### src/rtl/vec_pkg.sv
// Shared vector datapath definitions for the load unit, vector ALU and register file.
// Lane k of a vector occupies bits [LANE_W*k +: LANE_W].
package vec_pkg;

  localparam int LANES  = 16;
  localparam int LANE_W = 16;
  localparam int VEC_W  = LANES * LANE_W;
  localparam int ADDR_W = 16;
  localparam int REG_W  = 4;
  localparam int IDX_W  = $clog2(LANES);

  typedef logic [LANE_W-1:0] lane_t;
  typedef logic [VEC_W-1:0]  vec_t;
  typedef logic [IDX_W-1:0]  idx_t;

  typedef enum logic [1:0] {IDLE, ISSUE, DRAIN, WB} ld_state_t;

  // A broadcast load issues a single read; a vector load issues one read per lane.
  function automatic idx_t last_issue_idx(input logic bcast);
    return bcast ? idx_t'(0) : idx_t'(LANES - 1);
  endfunction

endpackage

### src/rtl/vec_lane_assembler.sv
// Lane-addressed vector register: writes one lane per strobe, or every lane at once
// when wr_all is set. Reset clears all lanes.
module vec_lane_assembler
  import vec_pkg::*;
(
  input  logic  clk,
  input  logic  rst_n,
  input  logic  wr_en,
  input  logic  wr_all,
  input  idx_t  wr_idx,
  input  lane_t wr_data,
  output vec_t  vec
);

  always_ff @(posedge clk or negedge rst_n) begin
    if (!rst_n) begin
      vec <= '0;
    end else if (wr_en) begin
      for (int k = 0; k < LANES; k++) begin
        if (wr_all || (wr_idx == idx_t'(k))) begin
          vec[k*LANE_W +: LANE_W] <= wr_data;
        end
      end
    end
  end

endmodule

### src/rtl/vec_load_unit.sv
// Operand-fetch stage: gathers a 256-bit vector (or one broadcast scalar) from a
// 16-bit synchronous RAM and presents it to the register file with a one-cycle wb_en.
module vec_load_unit
  import vec_pkg::*;
(
  input  logic              clk,
  input  logic              rst_n,
  input  logic              start,
  input  logic              broadcast,
  input  logic [ADDR_W-1:0] base_addr,
  input  logic [REG_W-1:0]  dest_reg,
  output logic              mem_rd_en,
  output logic [ADDR_W-1:0] mem_addr,
  input  logic [LANE_W-1:0] mem_rdata,
  output logic              busy,
  output logic              wb_en,
  output logic [REG_W-1:0]  wb_reg,
  output logic [VEC_W-1:0]  vec_out
);

  ld_state_t         state, state_next;
  logic [ADDR_W-1:0] base_q;
  logic              bcast_q;
  idx_t              issue_idx;
  logic              issue_last;
  logic              cap_en;
  idx_t              cap_idx;

  assign issue_last = (issue_idx == last_issue_idx(bcast_q));

  always_ff @(posedge clk or negedge rst_n) begin
    if (!rst_n) begin
      state <= IDLE;
    end else begin
      state <= state_next;
    end
  end

  always_comb begin
    state_next = state;
    mem_rd_en  = 1'b0;
    mem_addr   = '0;
    busy       = 1'b1;
    wb_en      = 1'b0;
    unique case (state)
      IDLE: begin
        busy = 1'b0;
        if (start) state_next = ISSUE;
      end
      ISSUE: begin
        mem_rd_en = 1'b1;
        mem_addr  = base_q + ADDR_W'(issue_idx);
        if (issue_last) state_next = DRAIN;
      end
      DRAIN: state_next = WB;
      WB: begin
        wb_en      = 1'b1;
        state_next = IDLE;
      end
      default: state_next = IDLE;
    endcase
  end

  // Request parameters are only taken in IDLE, so start while busy is simply dropped.
  always_ff @(posedge clk or negedge rst_n) begin
    if (!rst_n) begin
      base_q    <= '0;
      bcast_q   <= 1'b0;
      wb_reg    <= '0;
      issue_idx <= '0;
    end else begin
      if (state == IDLE && start) begin
        base_q    <= base_addr;
        bcast_q   <= broadcast;
        wb_reg    <= dest_reg;
        issue_idx <= '0;
      end else if (state == ISSUE) begin
        issue_idx <= issue_last ? '0 : issue_idx + idx_t'(1);
      end
    end
  end

  // Read data returns one cycle after the strobe, so capture follows issue by one cycle.
  always_ff @(posedge clk or negedge rst_n) begin
    if (!rst_n) begin
      cap_en  <= 1'b0;
      cap_idx <= '0;
    end else begin
      cap_en  <= mem_rd_en;
      cap_idx <= issue_idx;
    end
  end

  vec_lane_assembler u_assembler (
    .clk     (clk),
    .rst_n   (rst_n),
    .wr_en   (cap_en),
    .wr_all  (bcast_q),
    .wr_idx  (cap_idx),
    .wr_data (mem_rdata),
    .vec     (vec_out)
  );

endmodule

### config.mk
export PLATFORM = sky130hd
export DESIGN_NAME = vec_load_unit
export DESIGN_NICKNAME = d
export VERILOG_FILES = /design/src/rtl/vec_pkg.sv /design/src/rtl/vec_lane_assembler.sv /design/src/rtl/vec_load_unit.sv
export SDC_FILE = /design/constraint.sdc
export NUM_CORES = 1
export LEC_CHECK = 0
export ABC_AREA = 1
export CORE_AREA = 2 2 190 192
export DETAILED_ROUTE_END_ITERATION = 7
export DIE_AREA = 0 0 192 194
export GPL_TIMING_DRIVEN = 0
export PLACE_DENSITY = 0.54
export REMOVE_ABC_BUFFERS = 1
export SLEW_MARGIN = 20
export SYNTH_ARGS = -nofsm -noshare
export SYNTH_HDL_FRONTEND = slang
export SYNTH_SLANG_ARGS = --single-unit
### constraint.sdc
create_clock -name clk -period 2.6 [get_ports clk]
set_clock_uncertainty 0.05 [all_clocks]
set_input_delay 0.39 -clock clk [delete_from_list [all_inputs] [get_ports clk]]
set_output_delay 0.39 -clock clk [all_outputs]
set_load 0.03 [all_outputs]
# Yosys cells after proc, flatten, opt, wreduce, memory -nomap -nowiden

Index checks and enable logic that the tools add are counted.

Flip-flop bits (word level): 288
Input port bits: 40
Output and inout bits: 279
Logic and storage cells: 94

Add/subtract/negate cells: 2
Equality and inequality tests: 21
Multiplexer cells: 11
Reduce and logical (&&, ||, !) cells: 37

Operator list:

| cell                | number |
|---|---|
| $reduce_and 2->1    | 17 |
| $eq 4x4->1 const B  | 8 |
| $add 16x4->16       | 1 |
| $eq 4x3->1 const B  | 4 |
| $logic_or 1x1->1    | 16 |
| $mux 16             | 1 |
| $mux 4              | 4 |
| $eq 4x2->1 const B  | 2 |
| $pmux 2 s4          | 1 |
| $add 4x1->4 const B | 1 |
| $eq 2x2->1 const B  | 2 |
| $eq 4x1->1 const B  | 1 |
| $eq 4x4->1          | 1 |
| $logic_not 4->1     | 1 |
| $mux 2              | 2 |
| $ne 2x2->1 const B  | 2 |
| $mux 1              | 3 |
| $eq 2x1->1 const B  | 1 |
| $logic_not 2->1     | 1 |
| $reduce_bool 2->1   | 1 |
| $logic_and 1x1->1   | 1 |

# Depth between registers and ports, before layout

Word-level depth: 5
Gate-level depth with buffers: 10
Gate-level depth less buffers: 10

# By module

From an unflattened synthesis, not the netlist that was laid out.

Cells, all modules: 1,440
Area total of the unflattened synthesis: 12,440.7 sq um

By module, submodules not included:

| module             | instances | cells each | area an instance (sq um) | sequential area each (sq um) |
|---|---|---|---|---|
| vec_lane_assembler | 1         | 1,181      | 10,558.9                 | 6,406.1 |
| vec_load_unit      | 1         | 259        | 1,881.8                  | 800.8 |

# Least setup slack after synthesis

OpenSTA, ideal clock, no wires.

Kind: register to output
Start: register issue_idx[0]
End: output port mem_addr[8]
Arrival: 2,133 ps
Required time: 2,160 ps
Path slack: 27 ps
Cell stages (with the launch flop): 10
Path buffers: 0
Cell sequence: dfrtp_1 ha_1 inv_1 fa_1 inv_1 nand3_1 nand3_1 nand2_1 nand2_1 nor3b_1

Cells in the longest elaborated chain, start to end: 2

RTL lines:

| what                   | RTL line            | source |
|---|---|---|
| from (decl)            | vec_load_unit.sv:24 | `idx_t issue_idx;` |
| from (signal assigned) | vec_load_unit.sv:78 | `issue_idx <= issue_last ? '0 : issue_idx + idx_t'(1);` |
| $add 16x4->16          | vec_load_unit.sv:52 | `mem_addr = base_q + ADDR_W'(issue_idx);` |
| $mux 16                | vec_load_unit.sv:45 | `unique case (state)` |
| to (decl)              | vec_load_unit.sv:13 | `output logic [ADDR_W-1:0] mem_addr,` |

Every way passes these cells.

# Final worst setup path

Start: register issue_idx[0]
End: output port mem_addr[6]

The elaborated chain is that of the path after synthesis.

==> flow_summary.ini <==
[run_status]
status = finished with violations
failed_checks = setup timing

[pwr]
p_leak_nw = 7.27
power.density_nw_per_um2 = 1620
p_clk_share_pct = 17.7
swShare_pct = 44.1
pwr-share-seq_pct = 31.1
fin_total_pwr_mw = 25.8
power_switching_mw = 11.4
share_comb_of_total_power_pct = 51.2
intPower_mw = 14.4
ir_worst_vdd_mv = 0.734

[synthesis]
synth_cell_types = 23
synth.avg_cell_area_sq_um = 9.54
ys_seq_area_share_pct = 65.1
syn_area_sq_um = 11100
synth_top_area_share_pct = 65.1
yosysWarnings = 0
synth_top_cell_by_area = dfrtp_1
netlist_instances = 1161
synth_area_leaders = dfrtp_1, nand2_1, o21ai_0
synth_seq_cells = 288

[drt]
avgViaCountPerCell = 4.58
dr.pass1.iters = 5
final_antenna_net_count = 0
drt_wl_total_mm = 35.2
wl_per_cell_um = 18.1
drt_iter0_drc = 538
drc = 0
vias = 8902

[worst_setup_path]
crit_type = flop to output port
r2r-start = state[0]
path_max_fanout = 4
startpoint_type = flop
crit_cells = 11
required_ns = 2.16
cp_cell_sequence = ha_4 > inv_2 > fa_2 > inv_2 > nand3_2 > nand3_4 > buf_4 > nand2_4 > nor2_2 > nor3_2 > buf_4
rr_endpoint = bcast_q
critPathBufInv = 4
critPathSlowestCell = dfrtp_2
reg2reg_slack_ns = 0.36
ff2ff_path_depth = 6
crit_end = mem_addr[6]
startpoint = issue_idx[0]
crit_path_end_kind = output port
critPathMaxStageDelay_ns = 0.40
worst_ep_arrival_time_ns = 2.17
crit_family = adder cells

[placement]
place_congestion = 0.809
place_hpwl_mm = 23.3
dp_worst_setup_slack_ns = -0.407
port_buffers = 318
placed_cell_area_sq_um = 14600

[layout]
drive_gt1_share_pct = 8.10
antennaDiodeCount = 0
regArea_sq_um = 7210
fin_nets = 1509
fillers = 3467
largest_reg_flops = 256
fin_area_sq_um = 15900
reg_top3 = u_assembler.vec x256, base_q x16
fin_util_pct = 45.1
areaGrowthSynthToFinish_pct = 43.4
top_register = u_assembler.vec
multi_input_area_sq_um = 3520

[floorplan]
initial_core_util_pct = 31.4
die_height_um = 194
die_w_um = 192
num_rows = 69
core_sq_um = 35200
die-area_sq_um = 37200
pin_count = 319

[sta]
max_freq_mhz = 383
hold_violations = 0
slew_headroom_pct = 31.2
rsz0062_at_grt = true
fin_crit_sh_pct = 101
setup_slack_ns = -0.0143
max_slew.worst_pin.slew_ns = 1.03
period_minus_slack_ns = 2.61
setup_viol = 1
hold-worst-slack_ns = 0.376
drv_slew = 0

[clock_tree]
h-tree-depth = 2
numCtsBuffers = 34
insertion_delay_ns = 0.49
cts_root_buffer = clkbuf_16
path_clk_slew_ns = 0.06
cts_tree = done
clock-sinks = 288
cts_buffer_depth = 3

[global_routing]
grt_pass1_wl_mm = 53.2
track_usage_pct = 18.7
grt_pass1_vias = 8554
grt_max_degree = 78
antenna_found_initial = 0
overflow = 0

[flow_run]
cap_violations = 0

[hold_path]
min_path_type = input pin to flop
==> cell usage after synthesis <==
cell type,instances
a21boi_0,1
nor3b_1,1
ha_1,10
buf_4,2
dfrtp_1,288
clkbuf_2,2
fa_1,1
nand3_1,23
nor2_1,35
or2_2,3
a21oi_1,7
buf_2,37
xor2_1,1
nand4_1,2
xnor2_1,1
nor3_1,2
inv_2,1
nand2_1,378
o21ai_0,266
o22ai_1,1
o21ai_1,20
inv_1,48
clkbuf_1,31
==> area by class of cell <==
type | instances | share of cell area (%)
repair buffers | 332 | 20.8
clock inverters | 9 | 0.504
multi-input cells | 752 | 22.1
well taps | 461 | 3.63
repair inverters | 1 | 0.0473
flip-flops and latches | 288 | 45.4
inverters | 49 | 1.18
clock buffers | 50 | 6.25
==> layer usage <==
metal	GRT usage, %	routed length, um	vias to the layer above
met2	29.6	16200	262
met1	25.5	15700	4248
met4	4.07	566	0
met3	5.27	2740	35
met5	0	0	-
li1	-	-	4357
==> timing repair <==
| item | in CTS | in global routing |
|---|---|---|
| endpoints found under the hold margin | 70 | 0 |
| gates resized for setup | 90 | 43 |
| endpoints found under the setup margin | 17 | 21 |
| pin swaps | 2 | 7 |
| buffers inserted | 3 | 7 |
| hold buffers | 1 | 0 |
| cloned | 0 | 1 |
==> worst register-to-register path: stages (launching register included) <==
cell,delay [ns]
dfrtp_1,0.44
inv_1,0.12
ha_1,0.23
nand2_1,0.51
clkinvlp_4,0.53
nand2_1,0.15
o21ai_0,0.08
==> layout by cell type, fill, tap and decap left out, types with 2 or more instances in the layout <==
master and instances:
o21ai_1 21, clkbuf_2 2, buf_16 3, inv_1 45, nand3_1 18, buf_4 17
nand4_1 2, nand2_4 3, a21oi_1 7, buf_2 4, dfrtp_1 284, nand3_2 4
nor2_1 29, clkbuf_16 35, clkinv_2 5, inv_6 2, nor2_2 5, buf_6 2
inv_2 3, ha_4 4, o21ai_0 265, dfrtp_2 4, ha_1 6, clkbuf_8 6
clkbuf_1 9, or2_2 2, nand2_1 367, clkdlybuf4s50_1 300, nand2_2 8, clkinvlp_4 3
==> worst min-delay path by stage <==
stage | from | endpoint | slack, ns | cells past startpoint
2_1_floorplan | rst_n | base_q[0] | 0.04 | 0
3_3_place_gp | issue_idx[3] | cap_idx[3] | 0.41 | 0
3_5_place_dp | rst_n | u_assembler.vec[98] | 0.35 | 1
4_1_cts | base_addr[0] | base_q[0] | 0.35 | 3
5_1_grt | dest_reg[0] | wb_reg[0] | 0.36 | 3
6_report | base_addr[0] | base_q[0] | 0.38 | 3
==> kinds of logic after synthesis <==
family          share of synthesized area [%]
simple gates                             15.5
compound gates                           13.4
flops                                    65.1
buf+inv                                  4.61
fa+ha+maj                                1.31
xor+xnor                                0.158
==> power groups by stage <==
stage | Clock [mW] | Sequential (mW) | Combinational [mW]
floorplan | 0 | 11.9 | 3.28
global placement | 0 | 8.02 | 13.0
detailed placement | 0 | 8.07 | 13.1
CTS | 4.71 | 8.03 | 13.2
global route | 4.92 | 8.31 | 14.3
finish | 4.56 | 8.03 | 13.2
==> metrics by stage <==
| step | setup TNS (ns) | instances |
|---|---|---|
| 2_1_floorplan | 0 | 1089 |
| 3_5_place_dp | -2.65 | 1871 |
| 3_3_place_gp | -3388.41 | 1868 |
| 6_report | -0.0143 | 1942 |
| 5_1_grt | -0.580 | 1942 |
| 4_1_cts | -0.00705 | 1934 |
(Power assumes the default switching activity.)
